### config.mk
export PLATFORM = sky130hd
export DESIGN_NAME = dir_queue
export DESIGN_NICKNAME = d
export VERILOG_FILES = /design/src/rtl/snek_pkg.sv /design/src/rtl/btn_sync.sv /design/src/rtl/dir_queue.sv
export SDC_FILE = /design/constraint.sdc
export NUM_CORES = 1
export LEC_CHECK = 0
export BUFFER_PORTS_ARGS = -buffer_cell sky130_fd_sc_hd__buf_2
export CORE_AREA = 5 5 77 65
export DETAILED_ROUTE_END_ITERATION = 12
export DIE_AREA = 0 0 82 70
export PLACE_DENSITY = 0.58
export SYNTH_ARGS = -nofsm -noshare
export SYNTH_HDL_FRONTEND = slang
export SYNTH_HIERARCHICAL = 1
export SYNTH_SLANG_ARGS = --single-unit
### constraint.sdc
create_clock -name clk -period 3.2 [get_ports clk]
set_input_delay 0 -clock clk [delete_from_list [all_inputs] [get_ports clk]]
set_output_delay 0 -clock clk [all_outputs]
set_load 0.02 [all_outputs]
### src/rtl/snek_pkg.sv
// Shared direction/button encodings for the snek game input path.
package snek_pkg;

    typedef logic [1:0] dir_t;

    localparam dir_t DIR_UP    = 2'b00;
    localparam dir_t DIR_DOWN  = 2'b01;
    localparam dir_t DIR_LEFT  = 2'b10;
    localparam dir_t DIR_RIGHT = 2'b11;

    localparam int unsigned BTN_UP    = 3;
    localparam int unsigned BTN_DOWN  = 2;
    localparam int unsigned BTN_LEFT  = 1;
    localparam int unsigned BTN_RIGHT = 0;

    // Same axis (bit 1) but opposite sense (bit 0) means a 180-degree turn.
    function automatic logic is_reverse(input dir_t a, input dir_t b);
        return (a[1] == b[1]) && (a[0] != b[0]);
    endfunction

endpackage

### src/rtl/btn_sync.sv
// Multi-flop synchroniser per bit followed by a rising-edge detector.
module btn_sync #(
    parameter int unsigned WIDTH       = 4,
    parameter int unsigned SYNC_STAGES = 2
) (
    input  logic             clk_i,
    input  logic             rst_ni,
    input  logic [WIDTH-1:0] din_i,
    output logic [WIDTH-1:0] rise_o
);

    logic [SYNC_STAGES-1:0][WIDTH-1:0] sync_q, sync_d;
    logic [WIDTH-1:0]                  prev_q, prev_d;

    always_comb begin
        sync_d[0] = din_i;
        for (int i = 1; i < int'(SYNC_STAGES); i++) begin
            sync_d[i] = sync_q[i-1];
        end
        prev_d = sync_q[SYNC_STAGES-1];
    end

    always_ff @(posedge clk_i or negedge rst_ni) begin
        if (!rst_ni) begin
            sync_q <= '0;
            prev_q <= '0;
        end else begin
            sync_q <= sync_d;
            prev_q <= prev_d;
        end
    end

    // A pulse sampled on several consecutive edges still yields one event.
    assign rise_o = sync_q[SYNC_STAGES-1] & ~prev_q;

endmodule

### src/rtl/dir_queue.sv
// Button-press direction filter and FIFO feeding the snek heading, one move per tick.
// Optional DIR_QUEUE_FLUSH_EN adds a flush input that clears the queue and heading.
module dir_queue
    import snek_pkg::*;
#(
    parameter int unsigned DEPTH       = 4,
    parameter int unsigned SYNC_STAGES = 2
) (
    input  logic                   clk,
    input  logic                   rst,
`ifdef DIR_QUEUE_FLUSH_EN
    input  logic                   flush,
`endif
    input  logic [3:0]             btn_dn,
    input  logic                   tick,
    output logic [1:0]             dir,
    output logic                   dir_chg,
    output logic [$clog2(DEPTH):0] q_count,
    output logic                   overflow
);

    localparam int unsigned PtrW = $clog2(DEPTH);
    localparam int unsigned CntW = PtrW + 1;

    logic [3:0]            rise;
    dir_t                  cand, tail;
    logic                  cand_vld, legal, full, empty, enq, deq, ovf_set;
    logic [PtrW-1:0]       last_idx;

    dir_t [DEPTH-1:0]      mem_q, mem_d;
    logic [PtrW-1:0]       wr_ptr_q, wr_ptr_d, rd_ptr_q, rd_ptr_d;
    logic [CntW-1:0]       count_q, count_d;
    dir_t                  dir_q, dir_d;
    logic                  chg_q, chg_d;
    logic                  ovf_q, ovf_d;

    btn_sync #(
        .WIDTH       (4),
        .SYNC_STAGES (SYNC_STAGES)
    ) u_btn_sync (
        .clk_i  (clk),
        .rst_ni (rst),
        .din_i  (btn_dn),
        .rise_o (rise)
    );

    always_comb begin
        cand     = DIR_RIGHT;
        cand_vld = 1'b1;
        if (rise[BTN_UP]) begin
            cand = DIR_UP;
        end else if (rise[BTN_DOWN]) begin
            cand = DIR_DOWN;
        end else if (rise[BTN_LEFT]) begin
            cand = DIR_LEFT;
        end else if (rise[BTN_RIGHT]) begin
            cand = DIR_RIGHT;
        end else begin
            cand_vld = 1'b0;
        end
    end

    assign full     = (count_q == CntW'(DEPTH));
    assign empty    = (count_q == '0);
    assign last_idx = wr_ptr_q - PtrW'(1);
    // Moves are judged against where the snake will be heading once the queue drains.
    assign tail     = empty ? dir_q : mem_q[last_idx];
    assign legal    = cand_vld && (cand != tail) && !is_reverse(cand, tail);
    assign deq      = tick && !empty;
    assign enq      = legal && (!full || deq);
    assign ovf_set  = legal && full && !deq;

    always_comb begin
        mem_d    = mem_q;
        wr_ptr_d = wr_ptr_q;
        rd_ptr_d = rd_ptr_q;
        count_d  = count_q;
        dir_d    = dir_q;
        chg_d    = 1'b0;
        ovf_d    = ovf_q || ovf_set;

        if (deq) begin
            dir_d    = mem_q[rd_ptr_q];
            rd_ptr_d = rd_ptr_q + PtrW'(1);
            chg_d    = 1'b1;
        end
        if (enq) begin
            mem_d[wr_ptr_q] = cand;
            wr_ptr_d        = wr_ptr_q + PtrW'(1);
        end
        if (enq && !deq) begin
            count_d = count_q + CntW'(1);
        end else if (deq && !enq) begin
            count_d = count_q - CntW'(1);
        end

`ifdef DIR_QUEUE_FLUSH_EN
        if (flush) begin
            wr_ptr_d = '0;
            rd_ptr_d = '0;
            count_d  = '0;
            ovf_d    = 1'b0;
            dir_d    = DIR_RIGHT;
            chg_d    = 1'b0;
        end
`endif
    end

    always_ff @(posedge clk or negedge rst) begin
        if (!rst) begin
            mem_q    <= '0;
            wr_ptr_q <= '0;
            rd_ptr_q <= '0;
            count_q  <= '0;
            dir_q    <= DIR_RIGHT;
            chg_q    <= 1'b0;
            ovf_q    <= 1'b0;
        end else begin
            mem_q    <= mem_d;
            wr_ptr_q <= wr_ptr_d;
            rd_ptr_q <= rd_ptr_d;
            count_q  <= count_d;
            dir_q    <= dir_d;
            chg_q    <= chg_d;
            ovf_q    <= ovf_d;
        end
    end

    assign dir      = dir_q;
    assign dir_chg  = chg_q;
    assign q_count  = count_q;
    assign overflow = ovf_q;

endmodule

==> flow_summary_export.csv, run 1 <==
group,metric,value,unit
routing,drt_iter0_drc,53,
sta,fin_ws,274,ps
routing,drtPass1Iterations,2,
placed_design,gp_congestion,0.839,
routing,drc,0,
power_and_ir_drop,p_per_area,1050,mW/mm²
power_and_ir_drop,leakagePower,0.738,nW
global_route,grt_pass1_wl,3900,µm
job,cap_violations,0,
logic_synthesis,netlist.area_leader.share,0.522,
sta,slew_viol_final,0,
routing,avgViaCountPerCell,4.32,
global_route,grt_max_degree,32,
clocking,clock-sinks,31,
global_route,track_usage,0.0923,
routing,vias,761,
layout,area_delta_synth_final,19.5,%
logic_synthesis,syn-instance-count,94,
sta,rsz0062_at_grt,"false",
sta,fin_setup_tns,0,ps
floorplanning,rows,21,
global_route,antenna_found_initial,0,
sta,slew_headroom,0.553,
global_route,grt_pass1_vias,821,
setup_path,path_max_fanout,6,
layout,layout_common_cells,"dfrtp_1 (29), buf_2 (13), mux2_1 (8)",
clocking,htree_levels,2,
outcome,run_status,"finished clean",
clocking,cts_hold_buf,5,
setup_path,crit_required,3410,ps
logic_synthesis,synthArstFlopShare,1.00,
logic_synthesis,synth-seq-cells,31,
logic_synthesis,ys_top_cells_by_area,"dfrtp_1 (52%), mux2_1 (6.5%), mux4_2 (4.9%), ha_1 (4.5%), nor2b_4 (4.0%)",
placed_design,dp_slack,248,ps
layout,final_util,0.405,
clocking,clk_pin_slew_worst_paths,70,ps
logic_synthesis,synth_ff_type,"dfrtp_1",
sta,fin_crit_sh,0.914,
floorplanning,fp.dieW,82,µm
setup_path,critPathCaptureType,"flip-flop",
setup_path,criticalPathCategory,"flip-flop to flip-flop",
logic_synthesis,synth_top_cell_by_area,"dfrtp_1",
global_route,grt-ovfl-total,0,
placed_design,portBuffers,13,
floorplanning,core-area,0.00410,mm²
sta,hold_viol,0,
logic_synthesis,synth_area,0.00139,mm²
routing,antenna_violating_nets_post_route,0,
placed_design,dpl.hpwl,1670,µm
sta,worstMarginPinSlew,671,ps
layout,layout_commonest_cell,"dfrtp_1",
setup_path,crit_buf_inv,2,
logic_synthesis,yosysUniqueCellTypes,28,
routing,drt-total-wl,2270,µm
setup_path,crit_chain,"inv_1 -> ha_1 -> mux4_2 -> o211a_1 -> nor3_4 -> ha_1 -> inv_1 -> fa_1 -> xor2_1 -> nor2_1 -> xor2_1",
logic_synthesis,syn-num-nets,107,
setup_path,cp-start-kind,"flip-flop",
layout,antennaDiodeCount,0,
sta,fin_crit,2930,ps
setup_path,path_delay_family,"adder cells",
clocking,clk_path_buf_depth,2,
setup_path,cp_slowest_cell,"dfrtp_1",
logic_synthesis,ys_seq_area_frac,0.560,
logic_synthesis,synth_edf_count,0,
floorplanning,dieArea,0.00574,mm²
logic_synthesis,yosys_warnings,6,
clocking,post_cts_buffers,0,
sta,setup_viol,0,
clocking,post_cts_resized,0,
layout,nets,131,
power_and_ir_drop,ir_drop,0.356,mV
floorplanning,initial_core_util,0.339,
setup_path,critical_path.max_stage_delay,430,ps
setup_path,cp.arrival,3130,ps
layout,fin_area,0.00166,mm²
logic_synthesis,avgSynthCellArea,14.8,µm²
clocking,root_buffer,"clkbuf_8",
clocking,clk_latency,280,ps
floorplanning,io_pins,14,
placed_design,placed_area,0.00153,mm²
sta,skew,4.46,ps
clocking,cts-buffers-inserted,5,
sta,fmax,0.342,GHz
layout,drive_gt1_frac,0.353,
clocking,cts_tree,"built",
floorplanning,die_height,70,µm
worst_hold_path,hp-class,"primary input to flip-flop",
routing,routedWlPerCell,12.9,µm
-- layer usage --
| layer | GRT usage | up-vias | wire length [µm] |
|---|---|---|---|
| met4 | 0.0387 | 0 | 21 |
| met1 | 0.118 | 380 | 1150 |
| met5 | 0 | - | 0 |
| met3 | 0.0463 | 2 | 76 |
| met2 | 0.130 | 9 | 1020 |
| li1 | - | 370 | - |
-- worst reg2reg max path: cells and delay by family, from the launching register on --
family	cells	cell delay, ps
AOI/OAI and AO/OA	1	340
xor gates and xnor gates	2	300
adders and majority gates	3	930
buffers and inverters	2	170
DFF	1	430
muxes	1	340
and+or+nand+nor	2	350
-- cell usage after synthesis, drive strengths merged, types with 2 or more instances --
| cell | count |
|---|---|
| inv | 7 |
| dfrtp | 29 |
| nor3 | 6 |
| nand2 | 5 |
| dfstp | 2 |
| nor2b | 4 |
| clkbuf | 2 |
| xnor2 | 4 |
| mux2 | 12 |
| xor2 | 2 |
| mux4 | 3 |
| ha | 5 |
| nor2 | 2 |
-- flip-flops by register name, summed over array words and instances, names as in the netlist --
register / count
overflow: 1
wr_ptr_q: 2
dir: 2
rd_ptr_q: 2
u_btn_sync/prev_q: 4
dir_chg: 1
u_btn_sync/prev_d: 4
u_btn_sync/sync_d: 4
mem_q: 8
q_count: 3
-- report_power, final --
group	switching (W)	internal [W]
logic	0.000380	0.000413
clock network	0.000142	0.000152
registers	0.000127	0.000535
total	0.000649	0.00110
-- worst paths after layout --
| kind | startpoint | end | slack, ps | depth (start not counted) |
|---|---|---|---|---|
| max in group asynchronous | rst | u_btn_sync/sync_d[5]$_DFF_PN0_ | 2480 | 2 |
| hold / removal | tick | dir_chg$_DFF_PN0_ | 90 | 2 |
| min in group asynchronous | rst | q_count[1]$_DFFE_PN0P_ | 280 | 2 |
| hold reg to reg | u_btn_sync/sync_d[7]$_DFF_PN0_ | u_btn_sync/prev_d[3]$_DFF_PN0_ | 350 | 0 |
| setup reg to reg | wr_ptr_q[0]$_DFFE_PN0P_ | q_count[2]$_DFFE_PN0P_ | 270 | 11 |
| setup / recovery | wr_ptr_q[0]$_DFFE_PN0P_ | q_count[2]$_DFFE_PN0P_ | 270 | 11 |
-- final cells by class --
type / count / area (µm²)
multi-input combinational: 54 / 578
tap: 57 / 71.3
sequential: 31 / 778
inverter: 7 / 26.3
clock buffer: 6 / 72.6
fill: 397 / 2440
clock inverter: 2 / 12.5
timing repair buffer: 19 / 123
-- cells by family after synthesis --
kind of cell               Yosys count  share of synthesized area
muxes                               15                      0.149
xor gates and xnor gates             6                     0.0378
buffers and inverters                9                     0.0243
DFF                                 31                      0.560
AOI/OAI and AO/OA                    4                     0.0351
adders and majority gates            6                     0.0594
and+or+nand+nor                     23                      0.135
-- stage by stage --
step | instances | hold WS [ps] | power [W]
2_1_floorplan | 94 | -296 | 0.00127
3_3_place_gp | 163 | 79.4 | 0.00144
3_5_place_dp | 163 | 79.3 | 0.00146
4_1_cts | 176 | 93.1 | 0.00177
5_1_grt | 176 | 95.9 | 0.00189
6_report | 176 | 94.9 | 0.00175
Note: power is estimated with default switching activity, not from simulation.
==> inputs of run 2 (changes only) <==
--- a/config.mk
+++ b/config.mk
@@ -10,6 +10,7 @@
 export DETAILED_ROUTE_END_ITERATION = 12
 export DIE_AREA = 0 0 82 70
 export PLACE_DENSITY = 0.58
+export REMOVE_ABC_BUFFERS = 1
 export SYNTH_ARGS = -nofsm -noshare
 export SYNTH_HDL_FRONTEND = slang
 export SYNTH_HIERARCHICAL = 1
==> run 2 against run 1 <==
Net effect: total power grew 5.1%; cell count unchanged; critical path type unchanged; largest cell class unchanged; core utilization rose by 0.79 points; non-clock buffer count stayed put; clock power grew 33%; die area unchanged; critical endpoint unchanged; first-iteration DRC count down 26%; sequential share of layout area fell by 0.90 points; clock skew is 1.2 ps higher.
==> flow_summary_export.csv, run 2 (synthesis results as in run 1) <==
group,metric,value,unit
sta,hold_viol,0,
clocking,clk_latency,280,ps
power_and_ir_drop,leakagePower,0.758,nW
clocking,cts_hold_buf,5,
sta,fin_setup_tns,0,ps
clocking,clk_pin_slew_worst_paths,60,ps
setup_path,path_depth,11,
clocking,post_cts_resized,0,
setup_path,cp-start-kind,"flip-flop",
clocking,cts-buffers-inserted,5,
clocking,cts_tree,"built",
sta,skew,5.70,ps
placed_design,portBuffers,13,
routing,vias,767,
floorplanning,fp.dieW,82,µm
setup_path,crit_buf_inv,2,
routing,routedWlPerCell,12.6,µm
clocking,htree_levels,2,
worst_hold_path,holdPathStages,2,
job,cap_violations,0,
setup_path,crit_required,3400,ps
routing,avgViaCountPerCell,4.36,
sta,fin_crit_sh,0.912,
global_route,antenna_found_initial,0,
routing,drt_iter0_drc,39,
global_route,grt_pass1_wl,3860,µm
setup_path,path_max_fanout,6,
power_and_ir_drop,internal_power,0.00120,W
outcome,run_status,"finished clean",
floorplanning,dieArea,0.00574,mm²
floorplanning,io_pins,14,
power_and_ir_drop,ir_drop,0.306,mV
layout,antennaDiodeCount,0,
floorplanning,die_height,70,µm
global_route,grt_pass1_vias,805,
routing,drt-total-wl,2220,µm
setup_path,rrSetupSlack,280,ps
clocking,clock-sinks,31,
setup_path,path_delay_family,"adder cells",
layout,layout_commonest_cell,"dfrtp_1",
setup_path,cp.arrival,3120,ps
setup_path,cp_slowest_cell,"dfrtp_1",
sta,slew_viol_final,0,
layout,nets,131,
setup_path,crit_chain,"inv_1 -> ha_1 -> mux4_2 -> o211a_1 -> nor3_4 -> ha_1 -> inv_1 -> fa_1 -> xor2_1 -> nor2_1 -> xor2_1",
power_and_ir_drop,switchingPower,0.000640,W
power_and_ir_drop,p_per_area,1080,mW/mm²
clocking,clk_path_buf_depth,2,
layout,ff_latch_area,778,µm²
sta,fin_crit,2920,ps
floorplanning,initial_core_util,0.339,
placed_design,placed_area,0.00153,mm²
setup_path,rr_worst_depth,11,
routing,drc,0,
floorplanning,core-area,0.00410,mm²
sta,setup_viol,0,
sta,rsz0062_at_grt,"false",
power_and_ir_drop,pwr-share-seq,0.358,
layout,area_delta_synth_final,21.9,%
routing,drtPass1Iterations,2,
layout,drive_gt1_frac,0.361,
clocking,root_buffer,"clkbuf_8",
routing,antenna_violating_nets_post_route,0,
placed_design,dpl.hpwl,1620,µm
global_route,grt-ovfl-total,0,
layout,layout_common_cells,"dfrtp_1 (29), buf_2 (13), mux2_1 (8)",
layout,largest_reg_flops,8,
layout,largest-register,"mem_q",
setup_path,critPathCaptureType,"flip-flop",
placed_design,gp_congestion,0.747,
power_and_ir_drop,power_switching_share,0.348,
setup_path,criticalPathCategory,"flip-flop to flip-flop",
layout,final_util,0.413,
layout,fin_area,0.00169,mm²
sta,fmax,0.343,GHz
worst_hold_path,hp-class,"primary input to flip-flop",
power_and_ir_drop,power_frac_clock,0.213,
global_route,grt_max_degree,32,
layout,nFillCells,397,
sta,worstMarginPinSlew,661,ps
setup_path,critical_path.max_stage_delay,420,ps
power_and_ir_drop,combPwrFrac,0.429,
clocking,post_cts_buffers,0,
layout,multi_input_area,578,µm²
sta,slew_headroom,0.559,
floorplanning,rows,21,
global_route,track_usage,0.0906,
-- run 2: power groups by stage --
stage | combinational, W | clock, W | sequential (W)
final | 0.000788 | 0.000391 | 0.000659
after CTS | 0.000806 | 0.000403 | 0.000660
after global placement | 0.000777 | 0 | 0.000661
after global routing | 0.000883 | 0.000423 | 0.000680
after detailed placement | 0.000797 | 0 | 0.000668
after floorplan | 0.000590 | 0 | 0.000678
-- run 2: final timing paths --
check                                                  to                            from
setup / recovery                   q_count[2]$_DFFE_PN0P_         wr_ptr_q[0]$_DFFE_PN0P_
hold / removal                          dir_chg$_DFF_PN0_                            tick
setup reg to reg                   q_count[2]$_DFFE_PN0P_         wr_ptr_q[0]$_DFFE_PN0P_
hold reg to reg            u_btn_sync/prev_d[3]$_DFF_PN0_  u_btn_sync/sync_d[7]$_DFF_PN0_
max in group asynchronous               dir_chg$_DFF_PN0_                             rst
min in group asynchronous  u_btn_sync/sync_d[7]$_DFF_PN0_                             rst
-- run 2: final cells by class --
cell class                      instances  area share
Clock buffer                            6      0.0487
Tap cell                               57      0.0421
Inverter                                7      0.0155
Timing Repair Buffer                   19      0.0724
Multi-Input combinational cell         54       0.341
Clock inverter                          2      0.0207
Sequential cell                        31       0.459
-- run 2: through the flow --
stage	hold WS (ps)	cells	power [W]	setup slack [ps]
after detailed placement	77.6	163	0.00146	277
final	84.6	176	0.00184	281
after global routing	92.3	176	0.00199	21.4
after CTS	83.3	176	0.00187	255
after global placement	62.6	163	0.00144	349
after floorplan	-296	92	0.00127	486
-- run 2: layer usage --
layer	track usage	wire length, µm
met1	0.119	1090
met2	0.128	1020
met3	0.0360	83
met4	0.0443	24
met5	0	0
==> inputs of run 3 (changes only) <==
--- a/config.mk
+++ b/config.mk
@@ -6,10 +6,13 @@
 export NUM_CORES = 1
 export LEC_CHECK = 0
 export BUFFER_PORTS_ARGS = -buffer_cell sky130_fd_sc_hd__buf_2
-export CORE_AREA = 5 5 77 65
+export CELL_PAD_IN_SITES_DETAIL_PLACEMENT = 1
+export CELL_PAD_IN_SITES_GLOBAL_PLACEMENT = 2
+export CORE_AREA = 5 5 72 61
 export DETAILED_ROUTE_END_ITERATION = 12
-export DIE_AREA = 0 0 82 70
-export PLACE_DENSITY = 0.58
+export DIE_AREA = 0 0 77 66
+export PLACE_DENSITY = 0.81
+export RECOVER_POWER = 100
 export REMOVE_ABC_BUFFERS = 1
 export SYNTH_ARGS = -nofsm -noshare
 export SYNTH_HDL_FRONTEND = slang
==> run 3 against run 2 <==
Net effect: the flow now finishes with violations (max-capacitance violations, max-slew violations); sequential cell count unchanged; critical endpoint is now q_count[1]$_DFFE_PN0P_; core utilization up 3.4 points; maximum frequency shrank 2.8%; clock skew rose by 1.8 ps; largest cell class unchanged.
==> flow_summary_export.csv, run 3 (synthesis results as in run 1) <==
group,metric,value,unit
floorplanning,initial_core_util,0.383,
sta,rsz0062_at_grt,"false",
job,cap_violations,1,
global_route,antenna_found_initial,0,
clocking,clock-sinks,31,
global_route,grt_pass1_wl,4480,µm
layout,area_delta_synth_final,16.7,%
routing,drt-total-wl,2550,µm
worst_hold_path,hp-class,"primary input to flip-flop",
routing,antenna_violating_nets_post_route,0,
layout,ff_latch_area,778,µm²
routing,dr_wl_met3,138,µm
outcome,violations,"max-capacitance violations, max-slew violations",
clocking,clk_pin_slew_worst_paths,70,ps
global_route,grt_max_degree,32,
power_and_ir_drop,ir_drop,0.560,mV
routing,drtPass1Iterations,4,
routing,dr.max_layer_used,"met4",
layout,largest_reg_flops,8,
layout,antennaDiodeCount,0,
routing,wl_met2,1140,µm
clocking,clk_path_buf_depth,2,
sta,fmax,0.333,GHz
sta,hold_viol,0,
sta,fin_crit,3000,ps
routing,avgViaCountPerCell,4.85,
placed_design,dpl.hpwl,1820,µm
layout,layout_commonest_cell,"dfrtp_1",
sta,fin_ws,199,ps
placed_design,dp_slack,179,ps
global_route,track_usage,0.118,
sta,slew_viol_final,32,
floorplanning,rows,20,
floorplanning,fp.dieW,77,µm
floorplanning,core-area,0.00363,mm²
setup_path,cp_slowest_cell,"a221oi_1",
sta,slew_headroom,-0.0847,
routing,routedWlPerCell,15.7,µm
setup_path,cp-start-kind,"flip-flop",
clocking,post_cts_buffers,0,
setup_path,cp.arrival,3170,ps
setup_path,critical_path.max_stage_delay,560,ps
sta,setup_viol,0,
clocking,post_cts_resized,0,
setup_path,critPathCaptureType,"flip-flop",
routing,drt_iter0_drc,43,
setup_path,crit_chain,"inv_1 -> ha_1 -> mux4_2 -> a221oi_1 -> nor3_4 -> ha_1 -> inv_1 -> fa_1 -> mux2_2",
routing,vias,791,
clocking,clk_latency,280,ps
floorplanning,dieArea,0.00508,mm²
sta,fin_setup_tns,0,ps
floorplanning,die_height,66,µm
power_and_ir_drop,p_per_area,1100,mW/mm²
layout,layout_common_cells,"dfrtp_1 (29), mux2_1 (9), clkbuf_1 (9)",
sta,fin_crit_sh,0.938,
setup_path,path_max_fanout,4,
clocking,root_buffer,"clkbuf_8",
floorplanning,io_pins,14,
global_route,grt-ovfl-total,0,
routing,wirelength_met1,1230,µm
placed_design,gp_congestion,0.732,
sta,worstMarginPinSlew,1630,ps
placed_design,portBuffers,13,
setup_path,crit_required,3370,ps
layout,drive_gt1_frac,0.235,
setup_path,criticalPathCategory,"flip-flop to flip-flop",
layout,multi_input_area,537,µm²
outcome,run_status,"finished, violations left",
routing,drc,0,
layout,nFillCells,399,
sta,skew,7.51,ps
clocking,htree_levels,2,
clocking,cts-buffers-inserted,5,
layout,nets,131,
clocking,cts_tree,"built",
global_route,grt_pass1_vias,873,
layout,largest-register,"mem_q",
power_and_ir_drop,leakagePower,0.715,nW
-- run 3: cell count changes in the layout (fill, tap and decap cells not counted), sizes merged --
cell | before | now
buf | 14 | 5
clkbuf | 6 | 15
-- run 3: report_power, final --
group / internal [W] / switching [W] / leakage [nW]
clock: 0.000252 / 0.000146 / 0.0612
combinational: 0.000356 / 0.000374 / 0.298
sequential: 0.000535 / 0.000125 / 0.355
total: 0.00114 / 0.000645 / 0.715
-- run 3: repair_timing --
item / 4_1_cts / 5_1_grt
setup endpoints to repair: 0 / 0
hold buffers: 5 / 0
hold endpoints to repair: 33 / 0
-- run 3: worst paths after layout --
path	endpoint	depth (start not counted)	from	slack, ps
worst max-delay path	q_count[1]$_DFFE_PN0P_	9	wr_ptr_q[0]$_DFFE_PN0P_	200
max in group asynchronous	u_btn_sync/prev_q[1]$_DFF_PN0_	2	rst	1590
worst max register to register	q_count[1]$_DFFE_PN0P_	9	wr_ptr_q[0]$_DFFE_PN0P_	200
worst min-delay path	dir_chg$_DFF_PN0_	2	tick	150
worst min register to register	u_btn_sync/prev_d[3]$_DFF_PN0_	0	u_btn_sync/sync_d[7]$_DFF_PN0_	350
min in group asynchronous	mem_q[1]$_DFFE_PN0P_	2	rst	670
-- run 3: cell type report --
type	instances	share of cell area
Clock buffer	6	0.0509
Timing Repair Buffer	19	0.0671
Inverter	7	0.0162
Tap cell	44	0.0339
Clock inverter	2	0.0216
Sequential cell	31	0.480
Multi-Input combinational cell	54	0.331
-- run 3: metrics by stage --
stage / util / std cells / area, µm² / total power [W] / hold WS (ps)
final: 0.447 / 163 / 1620 / 0.00179 / 151
after global routing: 0.447 / 163 / 1620 / 0.00192 / 166
after CTS: 0.462 / 163 / 1680 / 0.00191 / 88.9
after detailed placement: 0.416 / 150 / 1510 / 0.00149 / 86.6
after global placement: 0.416 / 150 / 1510 / 0.00145 / 67.0
after floorplan: - / 92 / 1380 / 0.00127 / -296
-- run 3: metal layers --
| metal | track usage | vias up |
|---|---|---|
| met4 | 0.0644 | 0 |
| met5 | 0 | - |
| met3 | 0.0450 | 5 |
| met1 | 0.152 | 398 |
| li1 | - | 367 |
| met2 | 0.172 | 21 |
-- run 3: critical path: cells and delay by family (launching register included) --
family | cells | cell delay (ps)
AO/OA/AOI/OAI | 1 | 560
adder cells (fa/ha/maj) | 3 | 1020
buffers and inverters | 2 | 180
flip-flops | 1 | 420
multiplexers | 2 | 600
AND/OR/NAND/NOR | 1 | 110
